## src/rtl/noc_pkg.sv

```systemverilog
// NoC router shared definitions.
// Flit type codes, port indices and XY route helper.
package noc_pkg;

  localparam logic [1:0] FT_BODY   = 2'b00;
  localparam logic [1:0] FT_HEAD   = 2'b01;
  localparam logic [1:0] FT_TAIL   = 2'b10;
  localparam logic [1:0] FT_SINGLE = 2'b11;

  localparam int P_LOCAL = 0;
  localparam int P_N     = 1;
  localparam int P_E     = 2;
  localparam int P_S     = 3;
  localparam int P_W     = 4;

  localparam int DX_LSB = 2;
  localparam int DY_LSB = 0;

  typedef enum logic {
    S_IDLE,
    S_ACTIVE
  } ip_state_t;

  // X is resolved fully before Y, so packets never turn back into X.
  function automatic logic [4:0] xy_route(
    input logic [1:0] dx,
    input logic [1:0] dy,
    input logic [1:0] cx,
    input logic [1:0] cy
  );
    logic [4:0] r;
    r = '0;
    if (dx > cx)      r[P_E]     = 1'b1;
    else if (dx < cx) r[P_W]     = 1'b1;
    else if (dy > cy) r[P_N]     = 1'b1;
    else if (dy < cy) r[P_S]     = 1'b1;
    else              r[P_LOCAL] = 1'b1;
    return r;
  endfunction

endpackage

```

## src/rtl/noc_input_port_if.sv

```systemverilog
// Input-port link: upstream flit handshake,
// arbiter request/grant and crossbar output.
interface noc_input_port_if #(
  parameter int FLIT_W = 16
);
  logic [FLIT_W-1:0] in_flit;
  logic              in_valid;
  logic              in_ready;
  logic [4:0]        req;
  logic [4:0]        gnt;
  logic [FLIT_W-1:0] out_flit;
  logic              out_valid;
  logic              drop_err;

  modport master (
    output in_flit, in_valid, gnt,
    input  in_ready, req, out_flit,
    input  out_valid, drop_err
  );

  modport slave (
    input  in_flit, in_valid, gnt,
    output in_ready, req, out_flit,
    output out_valid, drop_err
  );
endinterface

```

## src/rtl/flit_fifo.sv

```systemverilog
// Small synchronous flit FIFO.
// Head is read straight from the RAM.
module flit_fifo #(
  parameter int FLIT_W = 16,
  parameter int DEPTH  = 4
) (
  input  logic              clk,
  input  logic              rst,
  input  logic              push,
  input  logic              pop,
  input  logic [FLIT_W-1:0] din,
  output logic [FLIT_W-1:0] dout,
  output logic              empty,
  output logic              full
);
  localparam int AW = $clog2(DEPTH);
  localparam int CW = $clog2(DEPTH + 1);

  logic [FLIT_W-1:0] mem [DEPTH];
  logic [AW-1:0]     wp;
  logic [AW-1:0]     rp;
  logic [CW-1:0]     cnt;

  always_ff @(posedge clk) begin
    if (rst) begin
      wp  <= '0;
      rp  <= '0;
      cnt <= '0;
    end else begin
      if (push) wp <= wp + AW'(1);
      if (pop)  rp <= rp + AW'(1);
      case ({push, pop})
        2'b10:   cnt <= cnt + CW'(1);
        2'b01:   cnt <= cnt - CW'(1);
        default: cnt <= cnt;
      endcase
    end
  end

  always_ff @(posedge clk) begin
    if (push) mem[wp] <= din;
  end

  assign dout  = mem[rp];
  assign empty = (cnt == '0);
  assign full  = (cnt == CW'(DEPTH));

endmodule

```

## src/rtl/noc_input_port.sv

```systemverilog
// Router input port: flit FIFO, XY route on head,
// held one-hot request, packet streaming on grant.
module noc_input_port
  import noc_pkg::*;
#(
  parameter int FLIT_W = 16,
  parameter int DEPTH  = 4,
  parameter int CUR_X  = 3,
  parameter int CUR_Y  = 1
) (
  input logic             clk,
  input logic             rst,
  noc_input_port_if.slave port
);
  localparam logic [1:0] CX = 2'(CUR_X);
  localparam logic [1:0] CY = 2'(CUR_Y);

  ip_state_t         state_q;
  ip_state_t         state_d;
  logic [4:0]        req_q;
  logic [4:0]        req_d;
  logic [4:0]        route;
  logic [FLIT_W-1:0] head;
  logic [1:0]        ftype;
  logic              push;
  logic              pop;
  logic              empty;
  logic              full;
  logic              fwd;
  logic              drop;
  logic              is_head;
  logic              is_last;

  assign push = port.in_valid & ~full;

  flit_fifo #(
    .FLIT_W (FLIT_W),
    .DEPTH  (DEPTH)
  ) u_fifo (
    .clk   (clk),
    .rst   (rst),
    .push  (push),
    .pop   (pop),
    .din   (port.in_flit),
    .dout  (head),
    .empty (empty),
    .full  (full)
  );

  assign ftype   = head[FLIT_W-1 -: 2];
  assign is_head = (ftype == FT_HEAD) |
                   (ftype == FT_SINGLE);
  assign is_last = (ftype == FT_TAIL) |
                   (ftype == FT_SINGLE);
  assign route   = xy_route(head[DX_LSB +: 2],
                            head[DY_LSB +: 2],
                            CX, CY);

  always_ff @(posedge clk) begin
    if (rst) begin
      state_q <= S_IDLE;
      req_q   <= '0;
    end else begin
      state_q <= state_d;
      req_q   <= req_d;
    end
  end

  always_comb begin
    state_d = state_q;
    req_d   = req_q;
    fwd     = 1'b0;
    drop    = 1'b0;
    case (state_q)
      S_IDLE: begin
        if (!empty) begin
          if (is_head) begin
            req_d   = route;
            state_d = S_ACTIVE;
          end else begin
            drop = 1'b1;
          end
        end
      end
      S_ACTIVE: begin
        // Grant bits outside req_q never pop a flit.
        fwd = (|(req_q & port.gnt)) & ~empty;
        if (fwd && is_last) begin
          req_d   = '0;
          state_d = S_IDLE;
        end
      end
      default: begin
        state_d = S_IDLE;
        req_d   = '0;
      end
    endcase
  end

  assign pop = fwd | drop;

  assign port.in_ready  = ~full;
  assign port.req       = req_q;
  assign port.out_flit  = head;
  assign port.out_valid = fwd;
  assign port.drop_err  = drop;

endmodule

```

## src/flat_wrapper.sv

```systemverilog
// flat-port wrapper written by rule: the top's interface ports become plain ports
module noc_input_port_flat import noc_pkg::*;
#(
  parameter int FLIT_W = 16,
  parameter int DEPTH  = 4,
  parameter int CUR_X  = 3,
  parameter int CUR_Y  = 1
)
  (clk, rst, port_in_flit, port_in_valid, port_gnt, port_in_ready, port_req, port_out_flit, port_out_valid, port_drop_err);
  noc_input_port_if #(.FLIT_W(FLIT_W)) port_i ();
  input logic clk;
  input logic rst;
  input wire logic [$bits(port_i.in_flit)-1:0] port_in_flit;
  input wire logic [$bits(port_i.in_valid)-1:0] port_in_valid;
  input wire logic [$bits(port_i.gnt)-1:0] port_gnt;
  output wire logic [$bits(port_i.in_ready)-1:0] port_in_ready;
  output wire logic [$bits(port_i.req)-1:0] port_req;
  output wire logic [$bits(port_i.out_flit)-1:0] port_out_flit;
  output wire logic [$bits(port_i.out_valid)-1:0] port_out_valid;
  output wire logic [$bits(port_i.drop_err)-1:0] port_drop_err;
  assign port_i.in_flit = port_in_flit;
  assign port_i.in_valid = port_in_valid;
  assign port_i.gnt = port_gnt;
  assign port_in_ready = port_i.in_ready;
  assign port_req = port_i.req;
  assign port_out_flit = port_i.out_flit;
  assign port_out_valid = port_i.out_valid;
  assign port_drop_err = port_i.drop_err;
  noc_input_port #(.FLIT_W(FLIT_W), .DEPTH(DEPTH), .CUR_X(CUR_X), .CUR_Y(CUR_Y)) u_core (.clk(clk), .rst(rst), .port(port_i));
endmodule
```

## config.mk

```make
export PLATFORM = sky130hd
export DESIGN_NAME = noc_input_port_flat
export DESIGN_NICKNAME = d
export VERILOG_FILES = /design/src/rtl/noc_pkg.sv /design/src/rtl/noc_input_port_if.sv /design/src/rtl/flit_fifo.sv /design/src/rtl/noc_input_port.sv /design/src/flat_wrapper.sv
export SDC_FILE = /design/constraint.sdc
export NUM_CORES = 1
export LEC_CHECK = 0
export ABC_AREA = 0
export CELL_PAD_IN_SITES_DETAIL_PLACEMENT = 1
export CELL_PAD_IN_SITES_GLOBAL_PLACEMENT = 2
export CORE_UTILIZATION = 44
export CTS_BUF_LIST = sky130_fd_sc_hd__clkbuf_8
export CTS_CLUSTER_DIAMETER = 30
export DETAILED_ROUTE_END_ITERATION = 6
export PLACE_DENSITY_LB_ADDON = 0.1
export SYNTH_ARGS = -nofsm -noshare
export SYNTH_HDL_FRONTEND = slang
export SYNTH_SLANG_ARGS = --single-unit
export TNS_END_PERCENT = 30
```

## constraint.sdc

```tcl
create_clock -name clk -period 7.1 [get_ports clk]
set_input_delay 1.42 -clock clk [delete_from_list [all_inputs] [get_ports clk]]
set_output_delay 1.42 -clock clk [all_outputs]
set_load 0.01 [all_outputs]
```

# Yosys cells after proc, flatten, opt, wreduce, memory -nomap -nowiden

Memory sizes are Yosys's and may differ from the RTL's. A register that Yosys moved wholly into a read port is not among the register bits.
Index checks and enable logic that the tools add are counted.

Register bits: 13
Memory bits (writable): 64
Input port bits: 24
Output and inout bits: 24
Word-level logic and storage cells: 65
Memories kept: 1

$add $sub $neg: 4
Order comparisons: 4
Equal/unequal tests: 9
Multiplexer cells: 28
Bitwise gates (word level): 9
Reduce and logical (&&, ||, !) cells: 5

Memory list:

| memory            | words | bits a word | rd ports | clocked after memory_dff | write ports | RTL line        | source |
|---|---|---|---|---|---|---|---|
| u_core.u_fifo.mem | 4     | 16          | 1        | 1                        | 1           | flit_fifo.sv:19 | `logic [FLIT_W-1:0] mem [DEPTH];` |

Operator list:

| cell                | count |
|---|---|
| $mux 1              | 17 |
| $mux 5              | 3 |
| $mux 2              | 5 |
| $pmux 5 s2          | 1 |
| $eq 2x2->1 const B  | 3 |
| $pmux 3 s2          | 1 |
| $and 5x5->5         | 1 |
| $reduce_or 5->1     | 1 |
| $add 2x1->2 const B | 2 |
| $eq 2x1->1 const B  | 2 |
| $ne 2x2->1 const B  | 2 |
| $add 3x1->3 const B | 1 |
| $eq 3x3->1 const B  | 1 |
| $logic_not 3->1     | 1 |
| $not 1->1           | 3 |
| $or 1x1->1          | 3 |
| $reduce_and 3->1    | 1 |
| $sub 3x1->3 const B | 1 |
| $and 1x1->1         | 2 |
| $gt 2x1->1 const B  | 1 |
| $gt 2x2->1 const B  | 1 |
| $lt 2x1->1 const B  | 1 |
| $lt 2x2->1 const B  | 1 |
| $ne 2x1->1 const B  | 1 |
| 3 further kinds     | 3 |

# Depth between registers and ports, before layout

Gate-level depths: netlist (run 1).

Depth in word-level cells: 8
Depth in mapped cells: 10
Mapped depth without buffers: 9

# Hierarchy

Synthesis (run 1) repeated with hierarchy kept, for this count alone.

Cells, all modules: 166
Area total of the unflattened synthesis: 3069.2 µm²

By module, submodules not included:

| module         | times used | cells each | area an instance (µm²) | sequential area each (µm²) |
|---|---|---|---|---|
| flit_fifo      | 1          | 131        | 2780.2                 | 2102.0 |
| noc_input_port | 1          | 35         | 289.0                  | 100.1 |

# Worst setup path after synthesis (run 1)

Ideal clock, no wire load.

Path kind: input-to-output
From: input port_gnt[0]
To: output port_out_valid
Arrival time: 1.883 ns
Data required time: 5.680 ns
Setup slack: 3.797 ns
Stages on the path: 3
Buffers on the path: 0
Cell sequence: a22o_1 > o21ai_0 > nor2_1

Word-level cells in the longest chain between the ends: 4

RTL lines:

| item            | RTL line             | source |
|---|---|---|
| from (decl)     | flat_wrapper.sv:15   | `input wire logic [$bits(port_i.gnt)-1:0] port_gnt;` |
| $and 5x5->5     | noc_input_port.sv:87 | `fwd = (\|(req_q & port.gnt)) & ~empty;` |
| $reduce_or 5->1 | noc_input_port.sv:87 |  |
| $and 1x1->1     | noc_input_port.sv:87 |  |
| $mux 1          | noc_input_port.sv:74 | `case (state_q)` |
| to (decl)       | flat_wrapper.sv:19   | `output wire logic [$bits(port_i.out_valid)-1:0] port_out_valid;` |

No other way between the ends.

==> metrics.cfg, run 1 <==
[routing]
vias = 1642
wire_per_inst_um = 19.9
routed_via_density = 5.47
drt-initial-drc-count = 89
drc = 0
firstDrtPassIters = 4
wl_mm = 5.96
final_antenna_net_count = 0

[floorplanning]
core.rowCount = 29
die_h_um = 85.2
fp.dieW_um = 85.2
core_um2 = 6530
initial_core_util_pct = 46.7
io_pins = 48
dieArea_um2 = 7260

[logic_synthesis]
synth_flop_cell = edfxtp_1
syn_inst = 168
synth_fa_ha_area_share_pct = 2.71
synth_cell_types = 34
synthSimpleGateAreaFrac_pct = 4.84
syn_avg_cell_area_um2 = 18.1
synth-seq-cells = 78
async_flop_share_pct = 0
yosysWarnings = 0
synth-xor-area-share_pct = 0.862
synth_compound_area_share_pct = 4.64
synth_edf_count = 64
yosysSeqAreaShare_pct = 72.2
syn_nets = 198
synth_area_um2 = 3050
synthMuxAreaShare_pct = 12.3
synth_top_family_by_area = multiplexers

[grt]
grt_max_degree = 17
first_global_vias = 1842
grt_usage_pct = 18.5
grt_use_met3_pct = 3.70
met2_usage_pct = 32.6
met1_usage_pct = 22.4
busiest_layer = met2
grt_pass1_wl_mm = 9.76
grt_overflow_total = 0
antenna_found_initial = 0

[cts]
insertion_delay_ps = 340
path_clk_slew_ps = 80
clockRootBuffer = clkbuf_8
cts_hold_buffers = 0
cts.sinks = 78
ctsResizeCount = 0
postCtsSetupBuffers = 0
cts_tree = yes
htree_num_levels = 3
cts.path.max_buffers = 2
cts_inserted_buffers = 9

[sta]
slew_headroom_pct = 27.5
fin_skew_ps = 6.81
setup_viol = 0
rsz0062_at_grt = false
slew_viol_final = 0
hold_viol_final = 0
final.min_clock_period_ps = 4240
fin_crit_sh_pct = 59.8
tightestPinTransition_ps = 1090
max_freq_ghz = 0.236
fin_tns_setup_ps = 0

[place]
dp_hpwl_mm = 3.77
gp_congestion = 0.691
io_buffers = 45
placed_area_um2 = 3560

[setup_path]
worstSetupPathType = reg -> out
cp.arrival_ps = 2820
start_kind = register
required_ps = 5680
crit_fanout = 16
critPathCaptureType = primary output

[power]
p_leak_nw = 1.25
peakVddDrop_mv = 0.224
p_per_area_nw_per_um2 = 366

[cells_and_area]
areaGrowthSynthToFinish_pct = 24.0
design_area_um2 = 3780
nets = 248
diodes = 0
drive_gt1_share_pct = 13.0

[hold_path]
min_path_type = reg -> reg

[flow_run]
max_cap_viol_count = 0

[outcome]
outcome = completed

cell type report:
type | instances | area [um^2]
fill | 581 | 2750
sequential | 78 | 2200
multi-input combinational | 75 | 777
timing repair buffer | 45 | 450
clock buffer | 9 | 124
clock inverter | 7 | 96.3
tap | 77 | 96.3
inverter | 9 | 33.8
synth_stat cells (2+ instances only):
cell type / instances / area, um^2
or3_1: 3 / 18.8
nand2_1: 4 / 15.0
nor3_1: 2 / 10.0
a22o_1: 2 / 17.5
mux4_2: 12 / 270
edfxtp_1: 64 / 1920
a32o_1: 3 / 30.0
clkbuf_1: 3 / 11.3
inv_1: 9 / 33.8
a21oi_1: 8 / 40.0
nor2_1: 8 / 30.0
dfxtp_1: 14 / 280
o21ai_0: 3 / 15.0
mux4_1: 4 / 105
xor2_1: 2 / 17.5
ha_1: 5 / 62.6
o31ai_1: 2 / 15.0
and3_1: 4 / 25.0
registers in the layout, indices dropped and copies added (netlist names), named ones only:
name,flops
u_core.state_q,1
u_core.port.req,4
u_core.u_fifo.rp,2
u_core.u_fifo.wp,2
u_core.u_fifo.cnt,3
u_core.u_fifo.mem,64
power breakdown:
part	switching [W]	internal, W	leakage, nW
clock network	0.000169	0.000199	0.104
logic	0.000188	0.000210	0.446
registers	0.0000542	0.000564	0.702
total	0.000412	0.000973	1.25
cell families (layout without fill, tap and decap cells):
family / after synthesis / after routing
and+or+nand+nor: 28 / 28
buffers and inverters: 15 / 70
AOI/OAI and AO/OA: 21 / 21
DFF: 78 / 78
xor gates and xnor gates: 3 / 3
adders and majority gates: 6 / 6
muxes: 16 / 16
other: 1 / 1
final timing paths:
| path | depth (start not counted) | endpoint | slack [ps] | startpoint |
|---|---|---|---|---|
| worst max-delay path | 3 | port_drop_err | 2860 | register |
| worst min-delay path | 2 | register | 510 | u_core.u_fifo.rp[1]$_SDFFE_PP0N_ |
| worst max register to register | 9 | u_core.u_fifo.cnt[2]$_SDFFE_PP0P_ | 3690 | register |
| worst min register to register | 2 | register | 510 | u_core.u_fifo.rp[1]$_SDFFE_PP0N_ |
per-layer routing:
| layer | share of wire (%) | up-vias |
|---|---|---|
| met5 | 0 | - |
| met3 | 3.1 | 8 |
| li1 | - | 763 |
| met2 | 52 | 37 |
| met4 | 1.5 | 0 |
| met1 | 43 | 834 |
metrics by stage:
step	util, %	hold WS [ps]	instances	total power, W	setup WS (ps)
after CTS	57.9	513	300	0.00140	2760
after global placement	54.5	464	284	0.00101	2890
final	57.9	506	300	0.00139	2860
after floorplan	-	450	168	0.000852	3800
after detailed placement	54.5	496	284	0.00103	2860
after global routing	57.9	522	300	0.00146	2640
worst max-delay path: stages, from the launching register on:
cell,delay (ps)
dfxtp_1,1050
mux4_2,690
nor3_1,190
clkdlybuf4s50_1,560
layout by cell type, fill, tap and decap left out:
cell type	netlist	routed
nor4_1	1	1
xnor2_1	1	1
nand3_1	1	1
and2_4	1	1
o31ai_1	2	2
o21a_1	1	1
or3_1	3	3
clkinv_1	0	1
mux4_1	4	4
clkinvlp_4	0	2
nor3_1	2	2
or3b_1	1	1
fa_1	1	1
clkdlybuf4s50_1	0	45
a32o_1	3	3
nor2_1	8	8
a21oi_1	8	8
conb_1	1	1
a22o_1	2	2
ha_1	5	5
xor2_1	2	2
bufinv_16	0	2
a31o_2	1	1
clkbuf_8	0	9
dfxtp_1	14	14
and2_1	1	1
or4_1	1	1
inv_1	9	9
mux4_2	12	12
o211ai_1	1	1
nand4_1	1	1
and3_1	4	4
nand2_1	4	4
o21ai_0	3	3
edfxtp_1	64	64
inv_6	0	2
Power figures use the tool's default switching activity.
==> inputs of run 2 (changes only) <==
Settings changed: CORE_UTILIZATION 44 to 37.
Clock period 7.1 ns to 3.55 ns, I/O delays scaled along.
==> run 2 against run 1 <==
Compared with the run above:
- critical path depth grew 1
- clock power rose by 110%
- combinational power is 120% higher
- first-iteration DRC count rose by 3.4%
- design area grew 1.8%
- die area is 18% higher
==> metrics.cfg, run 2 (synthesized netlist as in run 1, its figures left out) <==
[outcome]
outcome = completed

[routing]
routed_via_density = 4.99  ; -8.9%
wl_mm = 6.03  ; +1.2%
drc = 0  ; unchanged
drt-initial-drc-count = 92  ; +3.4%
vias = 1631  ; -0.67%
final_antenna_net_count = 0  ; unchanged
firstDrtPassIters = 4  ; unchanged
wire_per_inst_um = 18.4  ; -7.2%

[sta]
max_freq_ghz = 0.342
final.min_clock_period_ps = 2930
fin_crit_sh_pct = 82.4
slew_viol_final = 0  ; unchanged
fin_tns_setup_ps = 0  ; unchanged
tightestPinTransition_ps = 935  ; -151 ps
setup_viol = 0  ; unchanged
slew_headroom_pct = 37.7  ; +10 points
fin_skew_ps = 9.40  ; +2.59 ps
hold_viol_final = 0  ; unchanged
hold_slack_ps = 482  ; -24.6 ps
rsz0062_at_grt = false

[power]
p_leak_nw = 1.28  ; +2.3%
p_total_w = 0.00282  ; +100%
p_seq_share_pct = 41.9  ; -2.7 points
p_per_area_nw_per_um2 = 734  ; +100%
peakVddDrop_mv = 0.371  ; +65%
p_switching_w = 0.000800  ; +94%
clkPwrFrac_pct = 27.5  ; +0.9 points
comb_power_share_pct = 30.6  ; +1.8 points
intPower_w = 0.00202  ; +110%
switching_share_pct = 28.3  ; -1.4 points

[place]
io_buffers = 45  ; unchanged
gp_congestion = 0.727  ; +5.2%
placed_area_um2 = 3610  ; +1.5%
dp_hpwl_mm = 4.08  ; +8.4%

[setup_path]
start_kind = register
max_stage_delay_ps = 600  ; -450 ps
cp_cell_sequence = buf_4 > mux4_2 > nor3_1 > clkdlybuf4s50_1
crit_cells = 4  ; +1
r2r_setup_slack_ps = 810  ; -2880 ps
crit_fanout = 9  ; -7
r2r_end = u_core.u_fifo.cnt[2]$_SDFFE_PP0P_
critPathBufInv = 2  ; +1
cp.arrival_ps = 2220  ; -600 ps
reg2reg_depth = 10  ; +1
worstSetupPathType = reg -> out
crit_family = buffers and inverters
slowest_stage = mux4_2
required_ps = 2840  ; -2840 ps
critPathCaptureType = primary output

[hold_path]
holdPathStages = 2  ; unchanged
hold_start = u_core.state_q$_SDFF_PP0_
min_path_type = reg -> reg
hold_path_end = u_core.state_q$_SDFF_PP0_

[cells_and_area]
nets = 251  ; +1.2%
largest_register_ffs = 64  ; unchanged
diodes = 0  ; unchanged
mostFrequentLayoutCells = edfxtp_1, clkdlybuf4s50_1, dfxtp_1
design_area_um2 = 3850  ; +1.8%
areaGrowthSynthToFinish_pct = 26.3
multi_input_area_um2 = 777  ; unchanged
ff_latch_area_um2 = 2200  ; unchanged
max_flop_register = u_core.u_fifo.mem
fillers = 759  ; +31%
final_common_cell = edfxtp_1
drive_gt1_share_pct = 13.8  ; +0.77 points

[cts]
cts_inserted_buffers = 9  ; unchanged
cts_tree = yes
path_clk_slew_ps = 70  ; about the same
insertion_delay_ps = 330  ; about the same
ctsResizeCount = 0  ; unchanged
postCtsSetupBuffers = 0  ; unchanged
cts_hold_buffers = 0  ; unchanged
cts.path.max_buffers = 2  ; unchanged
clockRootBuffer = clkbuf_8
htree_num_levels = 3  ; unchanged
cts.sinks = 78  ; unchanged

[flow_run]
max_cap_viol_count = 0  ; unchanged

[grt]
grt_usage_pct = 15.9  ; -2.6 points
first_global_vias = 1881  ; +2.1%
grt_overflow_total = 0  ; unchanged
antenna_found_initial = 0  ; unchanged
grt_pass1_wl_mm = 9.94  ; +1.8%
grt_max_degree = 17  ; unchanged

[floorplanning]
die_h_um = 92.8  ; +8.8%
io_pins = 48  ; unchanged
core_um2 = 7850  ; +20%
core.rowCount = 32  ; +10%
initial_core_util_pct = 38.8  ; -7.8 points
fp.dieW_um = 92.8  ; +8.8%
dieArea_um2 = 8600  ; +18%

## run 2: layer usage
| layer | wire (um) | vias to the layer above | track usage (%) |
|---|---|---|---|
| met5 | 0 | - | 0 |
| met4 | 38 | 0 | 4.62 |
| met3 | 225 | 4 | 4.43 |
| met2 | 3210 | 37 | 28.3 |
| met1 | 2560 | 822 | 18.6 |
| li1 | - | 768 | - |
## run 2: power by group through the flow
stage	clock (W)	combinational (W)	sequential, W
finish	0.000776	0.000865	0.00118
global route	0.000834	0.000952	0.00120
CTS	0.000796	0.000882	0.00119
detailed placement	0	0.000874	0.00121
global placement	0	0.000839	0.00119
floorplan	0	0.000516	0.00119
## run 2: final cells by class
cell class	count	share of cell area, %
clock buffers	9	3.22
repair buffers	48	12.3
well taps	102	3.32
clock inverters	6	2.89
multi-input cells	75	20.2
inverters	9	0.878
flip-flops and latches	78	57.2
## run 2: worst max path at each step
stage / slack [ps] / endpoint / startpoint
5_1_grt: 460 / port_drop_err / register
2_1_floorplan: 1040 / u_core.u_fifo.cnt[2]$_SDFFE_PP0P_ / register
3_5_place_dp: 460 / u_core.u_fifo.cnt[2]$_SDFFE_PP0P_ / port_gnt[0]
4_1_cts: 580 / port_drop_err / register
3_3_place_gp: 570 / u_core.u_fifo.cnt[2]$_SDFFE_PP0P_ / port_gnt[0]
6_report: 620 / port_drop_err / register
## run 2: tightest hold or removal path, stage by stage, from the launching register on
cell and delay (ps):
dfxtp_1 330, nand2_1 60, a21oi_1 50
## run 2: through the flow
step	std cells	worst slack [ps]	utilization, %
4_1_cts	327	583	49.0
3_3_place_gp	312	569	46.0
3_5_place_dp	312	465	46.0
2_1_floorplan	168	1040	-
5_1_grt	327	464	49.0
6_report	327	624	49.0
